$ cat src/rtl/fetch_sequencer.sv
// ---------------------------------------------------------------------------
// fetch_sequencer
//
// Instruction-fetch controller for the PLC-style core. It owns the program
// counter that addresses a combinational-read instruction ROM. Each fetched
// word is captured in an instruction register with a valid flag. Programs are
// scanned cyclically: after the last program word the pc wraps to 0 and
// scan_done pulses together with the valid flag of that last word.
//
// Optional feature macro: FETCH_SCAN_CNT_EN
//   Adds a 16-bit scan_count output. It counts scan_done pulses, wraps at
//   0xFFFF and is cleared when a run is started.
//
// Ports:
//   clk             in   rising-edge clock
//   rst_n           in   asynchronous active-low reset
//   start           in   pulse, begin a run at pc 0 (from IDLE or HALT)
//   stall           in   level, freeze fetch
//   jump            in   pulse, redirect fetch to jump_addr
//   jump_addr       in   jump target
//   halt_req        in   pulse, stop execution
//   mem_instruction in   ROM read data for address pc
//   pc              out  ROM address (registered)
//   instr           out  instruction register
//   instr_valid     out  instr holds a fresh instruction this cycle
//   scan_done       out  one-cycle pulse at end of a program scan
//   scan_count      out  completed-scan counter (FETCH_SCAN_CNT_EN only)
//   running         out  state is RUN or STALL
//   fault           out  sticky, jump target was out of range
// ---------------------------------------------------------------------------
module fetch_sequencer #(
   parameter int INSTRUCTION_WIDTH = 40,
   parameter int PC_WIDTH          = 5,
   parameter int PROG_LAST         = 6
) (
   input  logic                         clk,
   input  logic                         rst_n,
   input  logic                         start,
   input  logic                         stall,
   input  logic                         jump,
   input  logic [PC_WIDTH-1:0]          jump_addr,
   input  logic                         halt_req,
   input  logic [INSTRUCTION_WIDTH-1:0] mem_instruction,
   output logic [PC_WIDTH-1:0]          pc,
   output logic [INSTRUCTION_WIDTH-1:0] instr,
   output logic                         instr_valid,
   output logic                         scan_done,
`ifdef FETCH_SCAN_CNT_EN
   output logic [15:0]                  scan_count,
`endif
   output logic                         running,
   output logic                         fault
);

   localparam logic [PC_WIDTH-1:0] PROG_LAST_PC = PC_WIDTH'(PROG_LAST);

   typedef enum logic [1:0] {
      ST_IDLE  = 2'd0,
      ST_RUN   = 2'd1,
      ST_STALL = 2'd2,
      ST_HALT  = 2'd3
   } state_t;

   state_t                         state_q, state_d;
   logic [PC_WIDTH-1:0]            pc_q, pc_d;
   logic [INSTRUCTION_WIDTH-1:0]   instr_q, instr_d;
   logic                           instr_valid_q, instr_valid_d;
   logic                           scan_done_q, scan_done_d;
   logic                           running_q, running_d;
   logic                           fault_q, fault_d;
   logic                           start_run;

   // ------------------------------------------------------------------------
   // Next-state and output decode
   // ------------------------------------------------------------------------
   always_comb begin
      state_d       = state_q;
      pc_d          = pc_q;
      instr_d       = instr_q;
      instr_valid_d = 1'b0;
      scan_done_d   = 1'b0;
      fault_d       = fault_q;
      start_run     = 1'b0;

      case (state_q)
         ST_IDLE, ST_HALT: begin
            if (start) begin
               state_d   = ST_RUN;
               pc_d      = '0;
               fault_d   = 1'b0;
               start_run = 1'b1;
            end
         end

         ST_RUN: begin
            if (halt_req) begin
               state_d = ST_HALT;
            end else if (stall) begin
               state_d = ST_STALL;
            end else if (jump) begin
               if (jump_addr > PROG_LAST_PC) begin
                  // Out-of-range target: stop rather than fetch garbage.
                  state_d = ST_HALT;
                  fault_d = 1'b1;
               end else begin
                  // The word currently on mem_instruction belongs to the
                  // abandoned path, so it is dropped (one bubble).
                  pc_d = jump_addr;
               end
            end else begin
               instr_d       = mem_instruction;
               instr_valid_d = 1'b1;
               if (pc_q == PROG_LAST_PC) begin
                  pc_d        = '0;
                  scan_done_d = 1'b1;
               end else begin
                  pc_d = pc_q + 1'b1;
               end
            end
         end

         ST_STALL: begin
            // Jumps are deliberately dropped here; the requester re-issues.
            if (halt_req) begin
               state_d = ST_HALT;
            end else if (!stall) begin
               state_d = ST_RUN;
            end
         end

         default: begin
            state_d = ST_IDLE;
         end
      endcase

      running_d = (state_d == ST_RUN) || (state_d == ST_STALL);
   end

   // ------------------------------------------------------------------------
   // State and output registers
   // ------------------------------------------------------------------------
   always_ff @(posedge clk or negedge rst_n) begin
      if (!rst_n) begin
         state_q       <= ST_IDLE;
         pc_q          <= '0;
         instr_q       <= '0;
         instr_valid_q <= 1'b0;
         scan_done_q   <= 1'b0;
         running_q     <= 1'b0;
         fault_q       <= 1'b0;
      end else begin
         state_q       <= state_d;
         pc_q          <= pc_d;
         instr_q       <= instr_d;
         instr_valid_q <= instr_valid_d;
         scan_done_q   <= scan_done_d;
         running_q     <= running_d;
         fault_q       <= fault_d;
      end
   end

`ifdef FETCH_SCAN_CNT_EN
   // ------------------------------------------------------------------------
   // Completed-scan counter; updates on the same edge that raises scan_done.
   // ------------------------------------------------------------------------
   logic [15:0] scan_count_q, scan_count_d;

   always_comb begin
      scan_count_d = scan_count_q;
      if (start_run) begin
         scan_count_d = '0;
      end else if (scan_done_d) begin
         scan_count_d = scan_count_q + 16'd1;
      end
   end

   always_ff @(posedge clk or negedge rst_n) begin
      if (!rst_n) begin
         scan_count_q <= '0;
      end else begin
         scan_count_q <= scan_count_d;
      end
   end

   assign scan_count = scan_count_q;
`else
   // start_run only feeds the scan counter.
   logic unused_start_run;
   assign unused_start_run = start_run;
`endif

   assign pc          = pc_q;
   assign instr       = instr_q;
   assign instr_valid = instr_valid_q;
   assign scan_done   = scan_done_q;
   assign running     = running_q;
   assign fault       = fault_q;

endmodule
$ cat config.mk
export PLATFORM = sky130hd
export DESIGN_NAME = fetch_sequencer
export DESIGN_NICKNAME = d
export VERILOG_FILES = /design/src/rtl/fetch_sequencer.sv
export SDC_FILE = /design/constraint.sdc
export NUM_CORES = 1
export LEC_CHECK = 0
export ABC_AREA = 1
export CORE_UTILIZATION = 31
export CTS_BUF_LIST = sky130_fd_sc_hd__clkbuf_8
export DETAILED_ROUTE_END_ITERATION = 16
export GPL_TIMING_DRIVEN = 1
export HOLD_SLACK_MARGIN = 0.12
export MAX_ROUTING_LAYER = met4
export PLACE_DENSITY = 0.68
export SKIP_LAST_GASP = 1
export SYNTH_ARGS = -nofsm -noshare
export SYNTH_HDL_FRONTEND = slang
export SYNTH_SLANG_ARGS = --single-unit
$ cat constraint.sdc
create_clock -name clk -period 1.4 [get_ports clk]
set_input_delay 0.28 -clock clk [delete_from_list [all_inputs] [get_ports clk]]
set_output_delay 0.28 -clock clk [all_outputs]
set_load 0.01 [all_outputs]
==> results of run 1 <==
[cell families (layout without fill, tap and decap cells)]
| logic type | Yosys count | count (layout) | synth area share (%) |
|---|---|---|---|
| buffers and inverters | 21 | 147 | 4.005 |
| AOI/OAI and AO/OA | 16 | 16 | 3.892 |
| xor gates and xnor gates | 2 | 2 | 0.7898 |
| adders and majority gates | 4 | 4 | 2.256 |
| DFF | 51 | 51 | 57.53 |
| and+or+nand+nor | 173 | 173 | 31.53 |
[worst max path at each step]
| stage | from | to | slack [ns] | depth (start not counted) |
|---|---|---|---|---|
| after global routing | state_q[0] | instr[5] | -0.08 | 8 |
| after floorplan | state_q[0] | pc[4] | 0.02 | 8 |
| final | state_q[0] | instr[20] | -0.01 | 8 |
| after global placement | halt_req | instr[0] | -0.19 | 8 |
| after detailed placement | halt_req | instr[6] | -0.20 | 8 |
| after CTS | state_q[1] | instr[15] | -0.04 | 8 |
[synth_stat cells (all sizes together)]
| master | count |
|---|---|
| o211ai | 1 |
| xnor2 | 1 |
| o21ai | 7 |
| ha | 4 |
| a21oi | 8 |
| inv | 13 |
| nand2 | 159 |
| nand3 | 6 |
| buf | 8 |
| xor2 | 1 |
| nor3 | 1 |
| nor2 | 7 |
| dfrtp | 51 |
[report_power, final]
| group | switching, mW | total (mW) | internal [mW] |
|---|---|---|---|
| Sequential | 0.347 | 2.47 | 2.12 |
| Combinational | 1.70 | 3.35 | 1.66 |
| Clock | 0.472 | 0.815 | 0.343 |
[flip-flops by register name, indices dropped and copies added (netlist names)]
register	flops
pc	5
fault	1
state_q	2
instr_valid	1
scan_done	1
running	1
instr	40
[routing by layer]
| layer | track usage, % | vias up | share of wire (%) |
|---|---|---|---|
| met5 | - | - | 0 |
| met4 | 6.515 | 0 | 1.7 |
| met3 | 3.333 | 9 | 5.1 |
| met2 | 29.37 | 70 | 51 |
| met1 | 18.37 | 976 | 42 |
| li1 | - | 1069 | - |
[final cells by class]
cell class,count,area (sq um)
fill,680,3168
sequential,51,1279
timing repair buffer,126,1236
multi-input combinational,195,919.6
tap,96,120.1
clock buffer,5,68.82
inverter,13,61.31
clock inverter,3,16.27
[critical path, delay by kind of cell (launching register included)]
family                   cells  cell delay [ns]
buffers and inverters        4             0.52
flip-flops                   1             0.41
AND/OR/NAND/NOR              3             0.21
adder cells (fa/ha/maj)      1             0.17
[timing repair]
item / in CTS / in global routing
gates cloned: 0 / 4
resized for setup: 63 / 16
buffers inserted: 3 / 1
pin swaps: 6 / 6
setup endpoints to repair: 81 / 48
hold buffers: 1 / 0
hold endpoints to repair: 51 / 0
==> results.cfg, run 1 <==
[outcome]
status = finished, violations left
violations = negative setup slack

[placed_design]
port_buffers = 99
place_area_sq_um = 3470
dp_hpwl_microns = 3965
place_inst = 472
dpl_worst_slack_ns = -0.1967
gp_congestion = 0.8925

[final_layout]
fin_area_sq_um = 3701
drive_gt1_share_pct = 16.28
layout_common_cells = nand2_1 (149), dfrtp_1 (49), clkdlybuf4s50_1 (49), dlygate4sd2_1 (49), buf_4 (18)
area_growth_pct = 66.84
antennaDiodeCount = 0
instances_no_fill = 489
layout_commonest_cell = nand2_1
post-route-util_pct = 53.88
final_nets = 447

[critical_path]
worstPathCellList = buf_4 > ha_4 > buf_4 > nand3_4 > inv_8 > clkbuf_16 > nand2_1 > nand2_1
critPathSlowestCell = dfrtp_1
ff2ff_setup_slack_ns = -0.01
startpoint_type = flip-flop
critPathArrivalTime_ns = 1.61
rr_startpoint = state_q[0]
slowest_delay_ns = 0.41
path_max_fanout = 9
critPathKind = reg -> reg
cp_data_required_time_ns = 1.59
end_kind = flip-flop
r2r_end = instr[20]
reg2reg_depth = 8

[drt]
routedWlPerCell_microns = 12.28
route.vias.total = 2124
drc = 0
firstDrtPassIters = 5
drt-total-wl_microns = 6007
via_per_inst = 4.344
drt-initial-drc-count = 83
ant_nets = 0

[sta]
worstMarginPinSlew_ns = 0.2732
final.setup_skew_ns = 0.005130
final-max-slew-violation-count = 0
final.setup.tns_ns = -0.1267
whs_ns = 0.4796
setup_ws_ns = -0.01378
min_period_ns = 1.414
finalHoldViolCount = 0
setup_viol_count_final = 24
grt_setup_unrepaired = true
period_share_pct = 101.0
slew_headroom_pct = 81.79
max_freq_mhz = 707.3

[synthesis]
synth_top_area_cell = dfrtp_1
synth_top_area_share_pct = 57.53
ys_ff_latch = 51
postSynthNetCount = 322
synth.avg_cell_area_sq_um = 8.309
synthCells = 267
syn_area_sq_um = 2218
synth_cell_types = 19
yosys-top-cells-area = dfrtp_1 (58%), nand2_1 (26%), ha_1 (2.3%)
yosysWarningCount = 0
ys_seq_area_share_pct = 57.53

[clock_tree]
clk_transition_reported_paths_ns = 0.09
cts_buffer_depth = 2
clkLatencyLatePin_ns = 0.30
cts_inserted_buffers = 5
cts.sinks = 51
cts_root_buf = clkbuf_8
cts_tree = yes
htree_levels = 2

[worst_hold_path]
min_to = instr[25]
min_path_cells = 2
hp-class = reg -> reg
hp-start = instr[25]

[floorplanning]
die_h_microns = 86.60
die_x_microns = 86.60
fp.coreArea_sq_um = 6869
die-area_sq_um = 7499
start_util_pct = 32.30
ioPinCount = 100
core.rowCount = 30

[job]
maxCapViolCount = 0

[global_route]
globalRoute.totalOverflow = 0
grt_max_degree = 52
grt_pass1_wl_microns = 9397
first_global_vias = 2066
track_usage_pct = 16.60
antenna_found_initial = 0

[pwr]
leakage_nw = 1.952
peakVddDrop_uv = 866.1
p_total_mw = 6.639
powerDensity_nw_per_um2 = 1794
No activity file was read; power rests on OpenSTA's default activity.
==> run 2, diff against run 1 <==
- CAP_MARGIN: default -> 20
- CORE_UTILIZATION: 31 -> 39
- PLACE_DENSITY: 0.68 -> 0.82
==> run 2 against run 1 <==
Against the previous run:
- the run still ends with negative setup slack left
- die area shrank 20%
- total power shrank 3.0%
- sequential share of layout area grew 1.4 points
- count of clock-buffer cells in the layout grew 1
- final area shrank 3.7%
- combinational power shrank 7.2%
- hold slack lost 0.0026 ns
- via count shrank 1.6%
- register-to-register slack is essentially flat
- non-clock buffer count shrank 6
- global-route usage grew 2.4 points
- critical path type unchanged
- largest cell class unchanged
==> results.cfg, run 2 (synthesis gave the netlist of run 1 again) <==
[outcome]
status = finished, violations left
violations = negative setup slack

[sta]
setup_viol_count_final = 2
grt_setup_unrepaired = true
max_freq_mhz = 707.5
final.setup_skew_ns = 0.006213
setup_ws_ns = -0.01337
min_period_ns = 1.413
period_share_pct = 101.0
final-max-slew-violation-count = 0
finalHoldViolCount = 0
slew_headroom_pct = 81.81
worstMarginPinSlew_ns = 0.2728

[drt]
routedWlPerCell_microns = 11.72
drt-total-wl_microns = 5366
drc = 0
via_per_inst = 4.566
drt-initial-drc-count = 133
firstDrtPassIters = 5
ant_nets = 0
route.vias.total = 2091

[job]
maxCapViolCount = 0

[floorplanning]
fp.coreArea_sq_um = 5507
core.rowCount = 27
die_h_microns = 77.42
start_util_pct = 40.29
ioPinCount = 100
die-area_sq_um = 5994
die_x_microns = 77.42

[clock_tree]
cts_root_buf = clkbuf_8
cts_tree = yes
cts_inserted_buffers = 5
cts_buffer_depth = 2
clkLatencyLatePin_ns = 0.29
clk_transition_reported_paths_ns = 0.08
cts.sinks = 51
htree_levels = 2

[pwr]
power.switching_mw = 2.401
leakage_nw = 1.903
p_clk_share_pct = 12.8
p_int_mw = 4.041
netSwitchingFraction_pct = 37.28
power_frac_seq_pct = 38.9
powerDensity_nw_per_um2 = 1807
combPwrFrac_pct = 48.3
peakVddDrop_uv = 1140

[global_route]
grt_max_degree = 52
globalRoute.totalOverflow = 0
antenna_found_initial = 0
track_usage_pct = 18.98
grt_pass1_wl_microns = 8818
first_global_vias = 2005

[critical_path]
path_buf_inv = 3
worstPathCellList = inv_2 > ha_4 > inv_4 > nor2_4 > a21oi_2 > buf_4 > a21oi_2 > a21oi_1
critPathArrivalTime_ns = 1.60
cp_data_required_time_ns = 1.58
end_kind = flip-flop
critPathTopFamily = flip-flops
path_max_fanout = 4
startpoint_type = flip-flop
critPathSlowestCell = dfrtp_2
cp_common_cell = a21oi_2
critPathKind = reg -> reg
slowest_delay_ns = 0.42

[placed_design]
gp_congestion = 0.8851
dp_hpwl_microns = 3790
dpl_worst_slack_ns = -0.2135
place_inst = 446
place_area_sq_um = 3412
port_buffers = 99

[final_layout]
largest_register_ff_count = 40
layout_common_cells = nand2_1 (150), clkdlybuf4s50_1 (49), dlygate4sd2_1 (49), dfrtp_1 (48), buf_4 (15)
antennaDiodeCount = 0
area_growth_pct = 60.69
instances_no_fill = 458
layout_commonest_cell = nand2_1
final_nets = 441
drive_gt1_share_pct = 14.77
fin_area_sq_um = 3565

[worst_hold_path]
hp-class = reg -> reg
run 2: cell count changes in the layout (fill, tap and decap cells not counted), moves of 2 or more:
cell	before	now
buf_4	18	15
clkbuf_16	3	1
o21ai_0	2	6
o21ai_1	5	1
run 2: per-layer routing:
metal / global-route usage, % / part of all wire [%]
met4: 5.472 / 1.0
met3: 5.059 / 6.2
met5: - / 0
met2: 31.50 / 48
met1: 22.69 / 44
run 2: final timing paths:
| kind | startpoint | slack [ns] | end | depth (start not counted) |
|---|---|---|---|---|
| min reg2reg | instr[24] | 0.48 | instr[24] | 2 |
| max in group asynchronous | rst_n | 0.65 | pc[0] | 3 |
| max | state_q[0] | -0.01 | fault | 8 |
| max reg2reg | state_q[0] | -0.01 | fault | 8 |
| min | instr[24] | 0.48 | instr[24] | 2 |
| min in group asynchronous | rst_n | 0.51 | instr[11] | 3 |
run 2: worst register-to-register path: cells and delay by family (launching register included):
family,cells,cell delay [ns]
buffers and inverters,3,0.23
DFF,1,0.42
and+or+nand+nor,1,0.15
adders and majority gates,1,0.29
AOI/OAI and AO/OA,3,0.21
run 2: per-stage QoR:
| stage | hold WS [ns] | TNS [ns] | util (%) | total power [mW] |
|---|---|---|---|---|
| floorplan | -0.01559 | 0 | - | 3.934 |
| global placement | 0.2872 | -4.415 | 61.96 | 5.728 |
| detailed placement | 0.2947 | -5.494 | 61.96 | 5.831 |
| CTS | 0.4835 | -1.776 | 63.67 | 6.406 |
| global route | 0.5078 | -2.121 | 64.74 | 6.950 |
| finish | 0.4771 | -0.02052 | 64.74 | 6.442 |
run 2: what timing repair did:
item,CTS,global route
pin swaps,1,5
hold buffers,1,0
setup buffers,3,0
gates resized for setup,63,9
endpoints found under the setup margin,98,50
cloned,0,1
hold endpoints to repair,51,0
run 2: final cells by class:
class	instances	area (sq um)
multi-input cells	195	905.9
clock buffers	6	82.58
flip-flops and latches	51	1280
repair buffers	120	1147
well taps	72	90.09
fillers	486	1942
inverters	13	53.80
clock inverters	1	5.005
run 2: power groups by stage:
stage | registers [mW] | logic (mW) | clock network (mW)
after floorplan | 2.81 | 1.13 | 0
after global placement | 2.53 | 3.20 | 0
after detailed placement | 2.53 | 3.30 | 0
after CTS | 2.50 | 3.06 | 0.849
after global routing | 2.59 | 3.44 | 0.920
final | 2.51 | 3.11 | 0.823
==> run 3, diff against run 2 <==
- SLEW_MARGIN: default -> 20
==> results of run 3 <==
Same layout as run 2: the final DEF is identical, and so are final timing and power.
